File: src/rtl/kdb_pkg.sv
//------------------------------------------------------------------------------
// Module   : kdb_pkg
// Brief    : Shared types and helpers for the key debounce block.
// Revision : 1.0 - initial release
//------------------------------------------------------------------------------
`default_nettype none

package kdb_pkg;

  localparam int DEBOUNCE_CYCLES_100M = 2000000;

  typedef enum logic [1:0] {
    IDLE         = 2'd0,
    PRESS_WAIT   = 2'd1,
    PRESSED      = 2'd2,
    RELEASE_WAIT = 2'd3
  } kdb_state_t;

  // Counter covers 0..cycles-1; kept at least one bit wide.
  function automatic int kdb_cnt_w(input int cycles);
    return (cycles <= 2) ? 1 : $clog2(cycles);
  endfunction

endpackage

`default_nettype wire

File: src/rtl/key_debounce_chan.sv
//------------------------------------------------------------------------------
// Module   : key_debounce_chan
// Brief    : One key: 2-flop synchroniser, debounce FSM and registered pulses.
// Revision : 1.0 - initial release
//------------------------------------------------------------------------------
`default_nettype none

module key_debounce_chan
  import kdb_pkg::*;
#(
  parameter int DEBOUNCE_CYCLES = DEBOUNCE_CYCLES_100M,
  parameter bit KEY_ACTIVE_LOW  = 1'b1
) (
  input  logic clk,
  input  logic rst_n,
  input  logic i_key_raw,
  output logic o_press,
  output logic o_release,
  output logic o_level
);

  localparam int               c_cnt_w    = kdb_cnt_w(DEBOUNCE_CYCLES);
  localparam logic [c_cnt_w-1:0] c_cnt_last = c_cnt_w'(DEBOUNCE_CYCLES - 1);
  localparam logic [c_cnt_w-1:0] c_cnt_one  = c_cnt_w'(1);

  logic               r_sync1;
  logic               r_sync2;
  kdb_state_t         r_state;
  logic [c_cnt_w-1:0] r_cnt;
  logic               r_press;
  logic               r_release;
  logic               r_level;
  logic               w_act;

  assign w_act = r_sync2 ^ KEY_ACTIVE_LOW;

  always_ff @(posedge clk) begin
    if (!rst_n) begin
      // Synchroniser parks at the idle raw level so reset exit never looks like a press.
      r_sync1   <= KEY_ACTIVE_LOW;
      r_sync2   <= KEY_ACTIVE_LOW;
      r_state   <= IDLE;
      r_cnt     <= '0;
      r_press   <= 1'b0;
      r_release <= 1'b0;
      r_level   <= 1'b0;
    end else begin
      r_sync1   <= i_key_raw;
      r_sync2   <= r_sync1;
      r_press   <= 1'b0;
      r_release <= 1'b0;
      case (r_state)
        IDLE: begin
          if (w_act) begin
            r_state <= PRESS_WAIT;
            r_cnt   <= '0;
          end
        end
        PRESS_WAIT: begin
          if (!w_act) begin
            r_state <= IDLE;
            r_cnt   <= '0;
          end else if (r_cnt == c_cnt_last) begin
            r_state <= PRESSED;
            r_cnt   <= '0;
            r_press <= 1'b1;
            r_level <= 1'b1;
          end else begin
            r_cnt <= r_cnt + c_cnt_one;
          end
        end
        PRESSED: begin
          if (!w_act) begin
            r_state <= RELEASE_WAIT;
            r_cnt   <= '0;
          end
        end
        RELEASE_WAIT: begin
          // A bounce back to active returns silently: the press was already reported.
          if (w_act) begin
            r_state <= PRESSED;
            r_cnt   <= '0;
          end else if (r_cnt == c_cnt_last) begin
            r_state   <= IDLE;
            r_cnt     <= '0;
            r_release <= 1'b1;
            r_level   <= 1'b0;
          end else begin
            r_cnt <= r_cnt + c_cnt_one;
          end
        end
        default: begin
          r_state <= IDLE;
          r_cnt   <= '0;
        end
      endcase
    end
  end

  assign o_press   = r_press;
  assign o_release = r_release;
  assign o_level   = r_level;

endmodule

`default_nettype wire

File: src/rtl/key_debounce_pulse.sv
//------------------------------------------------------------------------------
// Module   : key_debounce_pulse
// Brief    : Independent debounce channels for the board push-buttons.
// Revision : 1.0 - initial release
//------------------------------------------------------------------------------
`default_nettype none

module key_debounce_pulse
  import kdb_pkg::*;
#(
  parameter int NUM_KEYS        = 2,
  parameter int DEBOUNCE_CYCLES = DEBOUNCE_CYCLES_100M,
  parameter bit KEY_ACTIVE_LOW  = 1'b1
) (
  input  logic                clk,
  input  logic                rst_n,
  input  logic [NUM_KEYS-1:0] key_raw,
  output logic [NUM_KEYS-1:0] key_press,
  output logic [NUM_KEYS-1:0] key_release,
  output logic [NUM_KEYS-1:0] key_level
);

  generate
    for (genvar k = 0; k < NUM_KEYS; k++) begin : g_chan
      key_debounce_chan #(
        .DEBOUNCE_CYCLES (DEBOUNCE_CYCLES),
        .KEY_ACTIVE_LOW  (KEY_ACTIVE_LOW)
      ) u_chan (
        .clk       (clk),
        .rst_n     (rst_n),
        .i_key_raw (key_raw[k]),
        .o_press   (key_press[k]),
        .o_release (key_release[k]),
        .o_level   (key_level[k])
      );
    end
  endgenerate

endmodule

`default_nettype wire
File: config.mk
export PLATFORM = sky130hd
export DESIGN_NAME = key_debounce_pulse
export DESIGN_NICKNAME = d
export VERILOG_FILES = /design/src/rtl/kdb_pkg.sv /design/src/rtl/key_debounce_chan.sv /design/src/rtl/key_debounce_pulse.sv
export SDC_FILE = /design/constraint.sdc
export NUM_CORES = 1
export LEC_CHECK = 0
export CAP_MARGIN = 10
export CORE_MARGIN = 2
export CORE_UTILIZATION = 50
export CTS_CLUSTER_DIAMETER = 60
export DETAILED_ROUTE_END_ITERATION = 7
export GPL_TIMING_DRIVEN = 0
export PLACE_DENSITY = 0.69
export SLEW_MARGIN = 20
export SYNTH_ARGS = -nofsm -noshare
export SYNTH_HDL_FRONTEND = slang
export SYNTH_HIERARCHICAL = 1
export SYNTH_SLANG_ARGS = --single-unit
File: constraint.sdc
create_clock -name clk -period 5.2 [get_ports clk]
set_clock_uncertainty 0.2 [all_clocks]
set_input_delay 1.04 -clock clk [delete_from_list [all_inputs] [get_ports clk]]
set_output_delay 1.04 -clock clk [all_outputs]
set_load 0.02 [all_outputs]
# ---- Word level (Yosys, flattened, before mapping)
# Index checks and enable logic that the tools add are counted.
dict set report word_totals {
  ff_bits 56
  input_bits 4
  out_inout_bits 6
  elab_cells 95
}
dict set report op_classes {
  n_addsub 2
  eq_ne 24
  muxes 38
  bitwise_logic 3
  n_reduce_logical 14
}
# cell count
set op_table {}
lappend op_table {{two-way mux 21 bit} 10}
lappend op_table {{case mux 21 bit (4 select lines)} 2}
lappend op_table {{adder 21 x 1 -> 21 bit, second input constant} 2}
lappend op_table {{equality test 21 bit, second input constant} 2}
lappend op_table {{two-way mux 2 bit} 12}
lappend op_table {{inequality test 2 x 1 -> 1 bit, second input constant} 8}
lappend op_table {{case mux 2 bit (4 select lines)} 2}
lappend op_table {{two-way mux 1 bit} 10}
lappend op_table {{AND reduction 5 bit} 2}
lappend op_table {{equality test 2 bit, second input constant} 4}
lappend op_table {{inequality test 2 bit, second input constant} 4}
lappend op_table {{AND reduction 4 bit} 2}
lappend op_table {{inequality test 3 x 1 -> 1 bit, second input constant} 2}
lappend op_table {{inequality test 3 bit, second input constant} 2}
lappend op_table {{AND reduction 3 bit} 2}
lappend op_table {{OR reduction 3 bit} 2}
lappend op_table {{equality test 2 x 1 -> 1 bit, second input constant} 2}
lappend op_table {{logical NOT 2 bit} 2}
lappend op_table {{case mux 1 bit (2 select lines)} 2}
lappend op_table {{AND reduction 2 bit} 2}
lappend op_table {{nonzero test 2 bit} 2}
lappend op_table {{inverter 1 bit} 3}

# ---- Logic depth before layout (Yosys ltp)
dict set report logic_depth {
  word_depth 4
  ltp_mapped 8
}

# ---- Hierarchy
# The synthesis kept the hierarchy.
# module instances cells_per_inst area_each_um2 seq_area_each_um2
set modules_own_cells {}
lappend modules_own_cells {{key_debounce_chan at g_chan[0].u_chan} 1 169 1396.3 560.5}
lappend modules_own_cells {{key_debounce_chan at g_chan[1].u_chan} 1 159 1385.1 560.5}

# ---- Worst setup path after synthesis
# No wires, ideal clock.
dict set report synth_timing {
  path_type {register to register}
  startpoint {register g_chan[0].u_chan.r_cnt[11]}
  endpoint {register g_chan[0].u_chan.r_level}
  setup_ns 0.115
  arrival_time_ns 1.937
  t_required_ns 4.885
  slack_ns 2.948
  stages_incl_launch_ff 6
  cell_sequence {dfxtp_1 -> or4_4 -> nor4_4 -> and4_4 -> mux2_1 -> o21a_1}
}
dict set report synth_between {
  elab_chain_len 3
  elab_cells_between_ends 4
  classes_between {eq/ne: 3; reduce/logical: 1}
}
# item line_no
set synth_rtl {}
lappend synth_rtl {{from (decl)} key_debounce_chan.sv:29} ;# logic [c_cnt_w-1:0] r_cnt;
lappend synth_rtl {{from (signal assigned)} key_debounce_chan.sv:69} ;# r_cnt <= r_cnt + c_cnt_one;
lappend synth_rtl {{from (signal assigned)} key_debounce_chan.sv:89} ;# r_cnt <= r_cnt + c_cnt_one;
lappend synth_rtl {{equality test 21 bit *} {key_debounce_chan.sv:63, key_debounce_chan.sv:83}}
lappend synth_rtl {{inequality test 2 x 1 -> 1 bit (no source line)} -}
lappend synth_rtl {{AND reduction 5 bit (no source line) *} -}
lappend synth_rtl {{to (signal assigned)} key_debounce_chan.sv:46} ;# r_level <= 1'b0;
lappend synth_rtl {{to (signal assigned)} key_debounce_chan.sv:67} ;# r_level <= 1'b1;
lappend synth_rtl {{to (signal assigned)} key_debounce_chan.sv:87} ;# r_level <= 1'b0;
lappend synth_rtl {{to (decl)} key_debounce_chan.sv:32} ;# logic r_level;
# Every way passes the cells marked *; elsewhere a longest branch is shown, timed or not.
# A chain may end at the register's enable or synchronous reset.

==> out/results.tsv <==
stage	metric	value	unit
pwr	power share of the combinational group	0.040	
clocking	CTS tree	done	
routing	total DRC errors in the routed layout	0	
hold_path	worst hold path cell count	1	
cells_and_area	number of cells in the finished layout apart from fillers	417	
cells_and_area	nets@finish	350	
place	dpl ws	2.03	ns
cells_and_area	area of the multi-input gates	0.00157	mm²
grt	leftover overflow at the end of global routing	0	
pwr	switching part of the total	0.210	
routing	number of vias in the routed layout	2407	
setup_path	Cell Chain, Critical Path	clkdlybuf4s50_1, and3_1, a21boi_1, buf_6, buf_6, a21oi_1, a31oi_1	
place	post-detailed-placement half-perimeter wirelength	4.03	mm
setup_path	gate family responsible for the most delay along the worst path	buffers and inverters	
grt	largest net degree at the start of global routing	18	
clocking	deepest clock path buffer count	2	
setup_path	Worst Setup Start Kind	input port	
clocking	clock slew at the register clock pins of the worst setup and hold paths	0.10	ns
grt	vias in the first global route	2187	
grt	first-pass GRT wire length	9.98	mm
routing	wire per inst	14.1	µm
routing	antenna-violating nets left	0	
cells_and_area	count of inserted antenna diode cells	0	
synthesis	flop and latch count out of synthesis	56	
sta	RSZ-0062 raised after global routing	no	
setup_path	data arrival time of the worst path	2.92	ns
setup_path	Data required, critical path	5.24	ns
clocking	number of cells upsized or downsized after cts	0	
synthesis	Synth async-reset ratio	0	
clocking	Num Clock Sinks	56	
sta	final worst path period share	0.555	
floorplan	Core Box Area	0.00544	mm²
cells_and_area	top library cells by usage in the layout, fill and taps aside	sky130_fd_sc_hd__dfxtp_1 (56), sky130_fd_sc_hd__nand2_1 (35), sky130_fd_sc_hd__nand3_1 (32)	
sta	Rel. slew slack	0.458	
cells_and_area	most common cell after layout, fill and taps aside	sky130_fd_sc_hd__dfxtp_1	
sta	final number of max-transition violations	0	
clocking	clock latency on the worst-skew pair	0.31	ns
setup_path	Critical Path End Type	flop	
setup_path	critical path peak fanout	11	
cells_and_area	share of post-route cells with drive strength above 1	0.0754	
routing	final wirelength	5.86	mm
cells_and_area	final core occ	0.567	
pwr	leak pwr	1.04	nW
place	total placed cells including tap cells	409	
synthesis	summed instance area of the synthesized netlist	0.00278	mm²
setup_path	critical path's most frequent cell	sky130_fd_sc_hd__buf_6	
place	number of buffers added on ports	9	
pwr	relative contribution of the clock network to total power	0.390	
setup_path	FF-to-FF setup slack	2.79	ns
setup_path	cell with the largest stage delay on the worst path	sky130_fd_sc_hd__clkdlybuf4s50_1	
setup_path	critical setup path kind	input port to flop	
clocking	number of buffers added for setup after CTS	0	
floorplan	Vert. Die Dim	78.6	µm
hold_path	classification of the worst-slack hold path	flop to flop	
floorplan	number of top-level pins	10	
routing	first drt pass iteration count	4	
synthesis	Mapped Nets	334	
pwr	part of the power in registers	0.570	
setup_path	crit path to	g_chan[0].u_chan/r_cnt[20]$_SDFFE_PN0P_	
clocking	total number of H-tree levels	2	
setup_path	cell count of the worst reg-to-reg path	5	
routing	DR iter-0 viols	188	
run	max-capacitance violation count	0	
synthesis	synth unique cells	52	
synthesis	sequential area share after synthesis	0.403	
floorplan	die area	0.00618	mm²
cells_and_area	number of fillers in the final layout	512	
outcome	run status	complete, no violations	
sta	worst-margin pin slew	0.806	ns
setup_path	peak per-stage delay on the critical path	0.69	ns
pwr	PwrDens	246	mW/mm²
cells_and_area	sequential cell area	0.00112	mm²
grt	number of antenna violations at the first check in global routing	0	
grt	gr usage total	0.202	
setup_path	Reg2Reg Capture Point	g_chan[0].u_chan/o_level$_SDFFE_PN0P_	
pwr	internal power	0.000599	W
sta	Fin. Hold Viols	0	
place	final RePlAce weighted congestion	0.812	
pwr	switching power summed over all nets	0.000159	W
setup_path	number of stages on the worst setup path	7	
routing	via/cell ratio	5.77	
setup_path	worst reg2reg startpoint	g_chan[0].u_chan/r_cnt[11]$_SDFFE_PN0P_	
sta	number of setup violations in the final report	0	
clocking	hold-fix buffer count after cts	0	
synthesis	Post-synth top flop	sky130_fd_sc_hd__dfxtp_1	
sta	setup total negative slack	0	ns
synthesis	warning count from the yosys run	6	
sta	FMAX	347	MHz
cells_and_area	post-synthesis to final-layout area growth	10.8	%
pwr	Worst VDD drop	176	µV
clocking	clock tree root buffer cell	sky130_fd_sc_hd__clkbuf_8	
synthesis	post-synthesis cell count	328	
sta	worst-case setup margin in the final layout	2.32	ns
floorplan	number of placement rows	27	
clocking	TritonCTS buffer count	5	
floorplan	Chip Width	78.6	µm
sta	final critical-path required period	2.88	ns
setup_path	number of buffer and inverter stages on the critical path	3	
synthesis	Mapped Avg Cell Area	8.48	µm²
setup_path	worst setup path startpoint	rst_n	
floorplan	initial core utilization	0.511	
synthesis	Post-synth EDFFs	0	
sta	tightest hold margin	0.215	ns
==> logic make-up after synthesis <==
logic type	synth area share
buffers and inverters	0.0324
AND/OR/NAND/NOR	0.315
flip-flops	0.403
multiplexers	0.0189
AO/OA/AOI/OAI	0.190
XOR/XNOR	0.0310
adder cells (fa/ha/maj)	0.00900
==> worst min-delay path by stage <==
stage | startpoint | slack (ns) | end
6_report | g_chan[0].u_chan/r_sync1$_SDFF_PN1_ | 0.22 | g_chan[0].u_chan/r_sync2$_SDFF_PN1_
5_1_grt | g_chan[0].u_chan/r_sync1$_SDFF_PN1_ | 0.22 | g_chan[0].u_chan/r_sync2$_SDFF_PN1_
4_1_cts | g_chan[0].u_chan/r_sync1$_SDFF_PN1_ | 0.22 | g_chan[0].u_chan/r_sync2$_SDFF_PN1_
3_5_place_dp | g_chan[0].u_chan/r_sync1$_SDFF_PN1_ | 0.19 | g_chan[0].u_chan/r_sync2$_SDFF_PN1_
3_3_place_gp | g_chan[0].u_chan/r_sync1$_SDFF_PN1_ | 0.19 | g_chan[0].u_chan/r_sync2$_SDFF_PN1_
2_1_floorplan | g_chan[0].u_chan/r_sync1$_SDFF_PN1_ | 0.19 | g_chan[0].u_chan/r_sync2$_SDFF_PN1_
==> flip-flops by register name, indices dropped and copies added (netlist names), named ones only <==
signal	flops
g_chan.u_chan/r_cnt	42
g_chan.u_chan/o_press	2
g_chan.u_chan/o_release	2
g_chan.u_chan/r_state	2
g_chan.u_chan/r_sync2	2
g_chan.u_chan/r_sync1	2
g_chan.u_chan/o_level	2
==> power by group through the flow <==
stage               clock network [W]  logic (W)  registers (W)
floorplan                           0  0.0000201       0.000442
global placement                    0  0.0000294       0.000442
detailed placement                  0  0.0000300       0.000442
CTS                          0.000308  0.0000302       0.000432
global route                 0.000322  0.0000337       0.000433
finish                       0.000296  0.0000301       0.000432
==> final cells by class <==
| cell class | count | area share |
|---|---|---|
| Sequential cell | 56 | 0.364 |
| Buffer | 9 | 0.0183 |
| Tap cell | 72 | 0.0292 |
| Multi-Input combinational cell | 254 | 0.509 |
| Clock inverter | 2 | 0.0126 |
| Inverter | 9 | 0.0110 |
| Clock buffer | 6 | 0.0268 |
| Timing Repair Buffer | 9 | 0.0292 |
==> metrics by stage <==
stage / cell area, µm² / power (W)
floorplan: 2780 / 0.000462
global placement: 2960 / 0.000472
detailed placement: 2960 / 0.000472
CTS: 3080 / 0.000770
global route: 3080 / 0.000789
finish: 3080 / 0.000758
==> layer usage <==
| metal | vias to the layer above | part of all wire | GRT usage |
|---|---|---|---|
| met2 | 48 | 0.44 | 0.315 |
| met3 | 10 | 0.046 | 0.0379 |
| met4 | 0 | 0.017 | 0.0719 |
| met5 | - | 0 | 0 |
| met1 | 1115 | 0.50 | 0.280 |
| li1 | 1234 | - | - |
==> worst reg2reg max path: stages, from the launching register on <==
cell and delay (ns):
sky130_fd_sc_hd__dfxtp_1 0.37, sky130_fd_sc_hd__or4_4 0.56, sky130_fd_sc_hd__nor4_4 0.38, sky130_fd_sc_hd__and4_4 0.32, sky130_fd_sc_hd__mux2_1 0.32, sky130_fd_sc_hd__o21a_1 0.16
==> cells in the mapped netlist (6+ instances only) <==
cell type | instances | area [µm²]
sky130_fd_sc_hd__nand2_1 | 35 | 131
sky130_fd_sc_hd__dfxtp_1 | 56 | 1120
sky130_fd_sc_hd__xor2_1 | 6 | 52.6
sky130_fd_sc_hd__inv_1 | 9 | 33.8
sky130_fd_sc_hd__nand2b_1 | 13 | 81.3
sky130_fd_sc_hd__clkbuf_1 | 6 | 22.5
sky130_fd_sc_hd__a31oi_1 | 15 | 93.8
sky130_fd_sc_hd__o21ai_0 | 19 | 95.1
sky130_fd_sc_hd__and3_1 | 9 | 56.3
sky130_fd_sc_hd__nor3_1 | 8 | 40.0
sky130_fd_sc_hd__nand3_1 | 32 | 160
sky130_fd_sc_hd__nor2_1 | 19 | 71.3
sky130_fd_sc_hd__a21oi_1 | 21 | 105
sky130_fd_sc_hd__or3_1 | 6 | 37.5
Power figures use the tool's default switching activity.
